File: config.mk
export PLATFORM = sky130hd
export DESIGN_NAME = bsg_test_node_client
export DESIGN_NICKNAME = d
export VERILOG_FILES = /design/src/rtl/bsg_test_node_client.sv
export SDC_FILE = /design/constraint.sdc
export NUM_CORES = 2
export LEC_CHECK = 0
export ABC_AREA = 1
export BUFFER_PORTS_ARGS = -buffer_cell sky130_fd_sc_hd__clkbuf_2
export CORE_MARGIN = 5
export CORE_UTILIZATION = 24
export DETAILED_ROUTE_END_ITERATION = 8
export SLEW_MARGIN = 10
export SYNTH_ARGS = -nofsm -noshare
export SYNTH_HDL_FRONTEND = slang
export SYNTH_SLANG_ARGS = --single-unit
File: constraint.sdc
create_clock -name clk_i -period 21 [get_ports clk_i]
set_input_delay 3.15 -clock clk_i [delete_from_list [all_inputs] [get_ports clk_i]]
set_output_delay 3.15 -clock clk_i [all_outputs]
set_load 0.02 [all_outputs]
File: src/rtl/bsg_test_node_client.sv
// bsg_test_node_client
//   Client end of the FSB trace-replay test link. Accepts command packets
//   from the master node, executes them against a small local register
//   file and returns response packets through a 2-entry registered FIFO.
//
// Ports
//   clk_i, reset_i   clock, asynchronous active-high reset
//   en_i             node enable; low blocks new commands
//   v_i/data_i       command packet in, handshake with ready_o
//   v_o/data_o       response packet out, consumed by yumi_i
//   done_o           sticky, FINISH command seen
//   error_o          sticky, bad opcode or out-of-range address seen
//
// Packet layout, MSB first (R = ring_width_p):
//   dest[R-1-:4] src[R-5-:4] op[R-9-:4] addr[R-13-:8] rsvd[R-21:32] data[31:0]
module bsg_test_node_client #(
  parameter int         ring_width_p = 80,
  parameter logic [3:0] master_id_p  = 4'h0,
  parameter logic [3:0] client_id_p  = 4'h1,
  parameter int         els_p        = 16
) (
  input  logic                    clk_i,
  input  logic                    reset_i,
  input  logic                    en_i,
  input  logic                    v_i,
  input  logic [ring_width_p-1:0] data_i,
  output logic                    ready_o,
  output logic                    v_o,
  output logic [ring_width_p-1:0] data_o,
  input  logic                    yumi_i,
  output logic                    done_o,
  output logic                    error_o
);

  localparam int         R        = ring_width_p;
  localparam int         idx_w_lp = (els_p > 1) ? $clog2(els_p) : 1;
  localparam logic [8:0] els_lp   = 9'(els_p);

  localparam logic [3:0] OP_WRITE  = 4'd0;
  localparam logic [3:0] OP_READ   = 4'd1;
  localparam logic [3:0] OP_ECHO   = 4'd2;
  localparam logic [3:0] OP_ADD    = 4'd3;
  localparam logic [3:0] OP_FINISH = 4'd4;

  typedef struct packed {
    logic [3:0]  dest;
    logic [3:0]  src;
    logic [3:0]  op;
    logic [7:0]  addr;
    logic [31:0] data;
  } cmd_s;

  cmd_s                cmd;
  logic                accept, hit, addr_ok, push, pop;
  logic [idx_w_lp-1:0] idx;
  logic [31:0]         rf_rdata, result;
  logic [R-1:0]        resp;
  logic [1:0]          cnt_after_pop;

  logic [1:0]   count_q, count_d;
  logic [R-1:0] slot0_q, slot0_d, slot1_q, slot1_d;
  logic [31:0]  rf_q [els_p];
  logic [31:0]  rf_d [els_p];
  logic         done_q, done_d, error_q, error_d;

  // src and the reserved field carry nothing this node acts on
  logic unused_bits;
  assign unused_bits = ^{cmd.src, data_i};

  always_comb begin
    cmd.dest = data_i[R-1  -: 4];
    cmd.src  = data_i[R-5  -: 4];
    cmd.op   = data_i[R-9  -: 4];
    cmd.addr = data_i[R-13 -: 8];
    cmd.data = data_i[31:0];
  end

  // Gated on the pre-pop count: a full FIFO never accepts, even with yumi_i
  assign ready_o  = en_i & ~reset_i & (count_q < 2'd2);
  assign accept   = v_i & ready_o;
  assign hit      = accept & (cmd.dest == client_id_p);
  assign addr_ok  = {1'b0, cmd.addr} < els_lp;
  assign idx      = cmd.addr[idx_w_lp-1:0];
  assign rf_rdata = rf_q[idx];

  // Command execution
  always_comb begin
    rf_d    = rf_q;
    done_d  = done_q;
    error_d = error_q;
    push    = 1'b0;
    result  = '0;
    if (hit) begin
      case (cmd.op)
        OP_WRITE: begin
          if (addr_ok) rf_d[idx] = cmd.data;
          else         error_d   = 1'b1;
        end
        OP_READ: begin
          push = 1'b1;
          if (addr_ok) result  = rf_rdata;
          else         error_d = 1'b1;
        end
        OP_ECHO: begin
          push   = 1'b1;
          result = cmd.data;
        end
        OP_ADD: begin
          push = 1'b1;
          if (addr_ok) begin
            result    = rf_rdata + cmd.data;
            rf_d[idx] = result;
          end else begin
            error_d = 1'b1;
          end
        end
        OP_FINISH: done_d = 1'b1;
        default:   error_d = 1'b1;
      endcase
    end
  end

  always_comb begin
    resp           = '0;
    resp[R-1  -: 4] = master_id_p;
    resp[R-5  -: 4] = client_id_p;
    resp[R-9  -: 4] = cmd.op;
    resp[R-13 -: 8] = cmd.addr;
    resp[31:0]      = result;
  end

  // Response FIFO: shift register, slot0 is the head. Pop first, then the
  // push lands in the first free slot, so push+pop at count 1 keeps order.
  assign pop = yumi_i & (count_q != 2'd0);

  always_comb begin
    slot0_d       = slot0_q;
    slot1_d       = slot1_q;
    cnt_after_pop = count_q;
    if (pop) begin
      slot0_d       = slot1_q;
      slot1_d       = '0;
      cnt_after_pop = count_q - 2'd1;
    end
    if (push) begin
      if (cnt_after_pop == 2'd0) slot0_d = resp;
      else                       slot1_d = resp;
    end
    count_d = cnt_after_pop + {1'b0, push};
  end

  always_ff @(posedge clk_i or posedge reset_i) begin
    if (reset_i) begin
      count_q <= '0;
      slot0_q <= '0;
      slot1_q <= '0;
      done_q  <= 1'b0;
      error_q <= 1'b0;
      for (int i = 0; i < els_p; i++) rf_q[i] <= '0;
    end else begin
      count_q <= count_d;
      slot0_q <= slot0_d;
      slot1_q <= slot1_d;
      done_q  <= done_d;
      error_q <= error_d;
      for (int i = 0; i < els_p; i++) rf_q[i] <= rf_d[i];
    end
  end

  assign v_o     = (count_q != 2'd0);
  assign data_o  = slot0_q;
  assign done_o  = done_q;
  assign error_o = error_q;

endmodule

Word level (Yosys, flattened, before mapping)
Index checks and enable logic that the tools add are counted.

operators by class
  bitwise gates (word level) = 8
  multiplexer cells = 25
  add/subtract/negate cells = 3
  equality and inequality tests = 8
  $lt $le $gt $ge = 4
  reduce and logical (&&, ||, !) cells = 11

operators with widths
  kind                count
  $bwmux 512          2
  $mux 512            2
  $pmux 512 s2        1
  $mux 80             6
  $mux 32             6
  $bmux 32 s4         1
  $demux 32 s4        1
  $pmux 32 s3         1
  $add 32x32->32      1
  $eq 4x1->1 const B  2
  $eq 4x2->1 const B  2
  $lt 8x5->1 const B  1
  $ne 2x2->1 const B  3
  $reduce_or 3->1     2
  $and 1x1->1         5
  $ge 5x5->1 const B  1
  $lt 5x1->1 const B  1
  $not 4->5           1
  $eq 4x3->1 const B  1
  $logic_not 4->1     1
  $reduce_and 4->1    1
  $reduce_bool 2->1   2
  $mux 1              3
  $reduce_and 3->1    1
  other kinds (10)    11

word-level totals
  output and inout port bits = 84
  register bits after elaboration = 676
  logic and storage cells = 80
  input port bits = 85

Logic depth before layout (Yosys ltp)
  depth after elaboration = 10
  depth in mapped cells = 27
  gate-level depth less buffers = 24

Worst setup path after synthesis
Ideal clock, no wire load.

  kind = input-to-output
  start point = input port reset_i
  end point = output port ready_o
  data required time = 17.850 ns
  stages = 3
  arrival time = 18.315 ns
  buffers on the path = 0
  slack = -0.465 ns
  cell sequence = inv_1 -> nand3_1 -> inv_2

on the way
  word-level cells in the longest chain between the ends = 3

RTL lines
  what                       RTL line  RTL
  start: declaration         23        input logic reset_i,
  $not 1->1                  79        assign ready_o = en_i & ~reset_i & (count_q < 2'd2);
  $and 1x1->1 (2 in series)  79
  end: declaration           27        output logic ready_o,

No other way between the ends.

Worst setup path after layout
  start point = input port data_i[60]
  end point = register rf_q[61] in the netlist's numbering

on the way
  word-level cells in the longest chain between the ends = 8
  elaborated cells on any way between the ends = 19
  those cells by class = add/sub (1); order compare (3); eq/ne (2); mux (10); bitwise (1); reduce/logical (2)

RTL lines
  what                                                                RTL line      RTL
  start: declaration                                                  26            input logic [ring_width_p-1:0] data_i,
  $not 4->5 (not written as such)                                     84, 96, 112
  $bmux 32 s4 (tied with other cells)                                 84            assign rf_rdata = rf_q[idx];
  $mux 32 (not written as such) or $logic_and 1x1->1 (tied branches)  84, 96, 112
  $mux 32, on equally long branches                                   84, 96, 112
  $add 32x32->32 or $demux 32 s4 (tied branches)                      111, 96, 112
  $bwmux 512, on equally long branches                                112, 96
  $mux 512, on equally long branches                                  110, 96
  $pmux 512 s2                                                        94            case (cmd.op)
  end: declaration                                                    62            logic [31:0] rf_q [els_p];

Several ways; a longest one is shown, not always the timed one. The select of a mux whose other input is x is not followed.
A chain may end at the register's enable or synchronous reset.

==> impl_metrics.yaml <==
outcome:
  outcome: "finished clean"
hold_path:
  min_path_type: "register to register"
logic_synthesis:
  netlist_area_um2: 33200
  ys_types: 51
  ys_ff_latch: 676
  ys.flop_type: "dfrtp_1"
  synth_cells: 4052
  yosysSeqAreaShare_pct: 51.0
  synth_edf_count: 0
  yosysWarnings: 0
  async_flop_share_pct: 100
  syn_nets: 4171
  post_synth.cell_area_avg_um2: 8.19
die:
  row_count: 136
  io_pins: 169
  dieArea_um2: 146000
  coreArea_um2: 137000
  start_util_pct: 24.1
  die_h_um: 382
  die_w_um: 382
global_route:
  antenna_found_initial: 9
  grt_pass1_vias: 27600
  grt_max_degree: 157
  grt_usage_pct: 14.8
  overflow: 0
  grt_pass1_wl_mm: 170
worst_setup_path:
  end_kind: "register"
  crit_fanout: 55
  arrival_ns: 8.65
  r2r_slack_ns: 16.95
  worstSetupStartpointType: "primary input"
  cp_data_required_time_ns: 21.56
  critical_path_class: "primary input to register"
flow_run:
  cap_violations: 0
power:
  p_leak_nw: 18.9
  p_per_area_nw_per_um2: 76.4
  p_total_w: 0.00287
  irDropWorstVdd_uv: 66.6
sta:
  fmax_mhz: 124
  finClkSkew_ns: 0.0574
  drv_slew: 0
  grt_setup_unrepaired: "false"
  worst_pin_slew_ns: 1.25
  finalSetupTns_ns: 0
  setup_viol: 0
  finalHoldViolCount: 0
  period_needed_ns: 8.09
  slew_headroom_pct: 16.4
  fin_crit_sh_pct: 38.5
detailed_routing:
  vias: 28400
  wl_per_cell_um: 18.8
  vias_per_cell: 4.80
  drcViolationCount: 0
  dr.pass1.iters: 7
  routed_wl_mm: 111
  ant_nets: 0
  drt_iter0_markers: 2626
finish:
  nets: 4180
  fin_cells: 5912
  final_util_pct: 27.3
  final_common_cell: "nand2_1"
  layout-drive-gt1-share_pct: 9.82
  layout_common_cells: "nand2_1, dfrtp_1, inv_1"
  syn_to_final_growth_pct: 13.0
  fillCellCount: 14800
  fin_area_um2: 37500
cts:
  clockRootBuffer: "clkbuf_16"
  cts_tree: "yes"
  cts_sinks: 676
  clock_latency_ns: 0.65
  cts_resized: 0
  clockBufferDepth: 3
  h-tree-depth: 3
  cts_setup_buffers: 0
  path_clk_slew_ns: 0.06
  hold_buffers: 0
  cts_buffers: 76
placement:
  io_buffers: 136
  gp_congestion: 0.883
  hpwlAfterDp_mm: 72.3
  place_area_um2: 35100
  placed_cells: 5777
-- critical path: stages --
cell	delay, ns
clkbuf_2	0.31
nand2_2	0.13
buf_4	0.45
inv_2	0.39
buf_4	0.50
a22oi_1	0.28
a21oi_1	0.09
o21ai_0	0.43
nand3_1	0.32
ha_1	0.46
nand2_1	0.08
inv_1	0.10
nand2_1	0.09
nor3_1	0.13
nand2_1	0.07
nand2_1	0.19
nand2_1	0.16
nand3_1	0.15
nand3_1	0.26
nand2_1	0.59
nand2_1	0.12
nand2_1	0.10
-- final timing paths --
check                                   to       start  depth (start not counted)
worst min register to register      done_o      done_o                          1
min in group asynchronous       data_o[62]     reset_i                          2
worst max register to register    rf_q[61]    rf_q[12]                         18
worst min-delay path                done_o      done_o                          1
max in group asynchronous        rf_q[227]     reset_i                          5
worst max-delay path              rf_q[61]  data_i[60]                         22
-- cells in the mapped netlist (18+ instances only) --
| cell type | instances | share of area, % |
|---|---|---|
| a21oi_1 | 171 | 2.6 |
| a22oi_1 | 168 | 3.8 |
| buf_2 | 103 | 1.6 |
| buf_4 | 18 | 0.41 |
| buf_6 | 33 | 1.1 |
| clkbuf_1 | 75 | 0.85 |
| dfrtp_1 | 676 | 51 |
| ha_1 | 33 | 1.2 |
| inv_1 | 334 | 3.8 |
| inv_2 | 41 | 0.46 |
| mux2i_1 | 33 | 1.0 |
| nand2_1 | 1316 | 15 |
| nand3_1 | 157 | 2.4 |
| nand4_1 | 45 | 0.85 |
| nor2_1 | 258 | 2.9 |
| o21ai_0 | 117 | 1.8 |
| o21ai_1 | 258 | 3.9 |
| o22ai_1 | 63 | 1.2 |
-- layer usage --
layer  track usage [%]  vias up  wire [um]
met3              2.79      238       7870
met5                 0        -         81
met4              6.68       12       5270
li1                  -    13200          -
met2              24.0     1047      51100
met1              19.3    13900      46900
-- report_power, final --
part / switching, W / total (W) / internal, W
clock: 0.000553 / 0.00130 / 0.000745
sequential: 0.00000185 / 0.00131 / 0.00131
combinational: 0.000210 / 0.000260 / 0.0000498
-- state kept, by name, indices dropped and copies added, names as in the netlist --
signal	count
count_q	2
slot1_q	80
rf_q	512
error_o	1
data_o	80
done_o	1
-- cell families after synthesis --
logic type      Yosys count  share of synthesized area [%]
compound gates          826                           14.5
xor+xnor                 13                          0.343
fa+ha+maj                34                           1.30
buf+inv                 618                           8.37
flops                   676                           51.0
mux                      51                           1.66
simple gates           1834                           22.9
-- per-stage QoR --
| stage | setup slack (ns) | hold WS [ns] |
|---|---|---|
| 2_1_floorplan | 3.95 | 0.449 |
| 3_3_place_gp | 12.45 | 0.459 |
| 3_5_place_dp | 12.40 | 0.464 |
| 4_1_cts | 13.03 | 0.482 |
| 5_1_grt | 12.67 | 0.493 |
| 6_report | 12.91 | 0.476 |
-- layout make-up --
type / count / area (um^2) / share of cell area, %
Clock buffer: 111 / 2200 / 5.88
Timing Repair Buffer: 168 / 933 / 2.49
Sequential cell: 676 / 16900 / 45.1
Tap cell: 1794 / 2240 / 5.99
Inverter: 381 / 1450 / 3.86
Clock inverter: 22 / 213 / 0.567
Multi-Input combinational cell: 2758 / 13500 / 36.1
Antenna cell: 2 / 5.00 / 0.0133
Power figures use the tool's default switching activity.
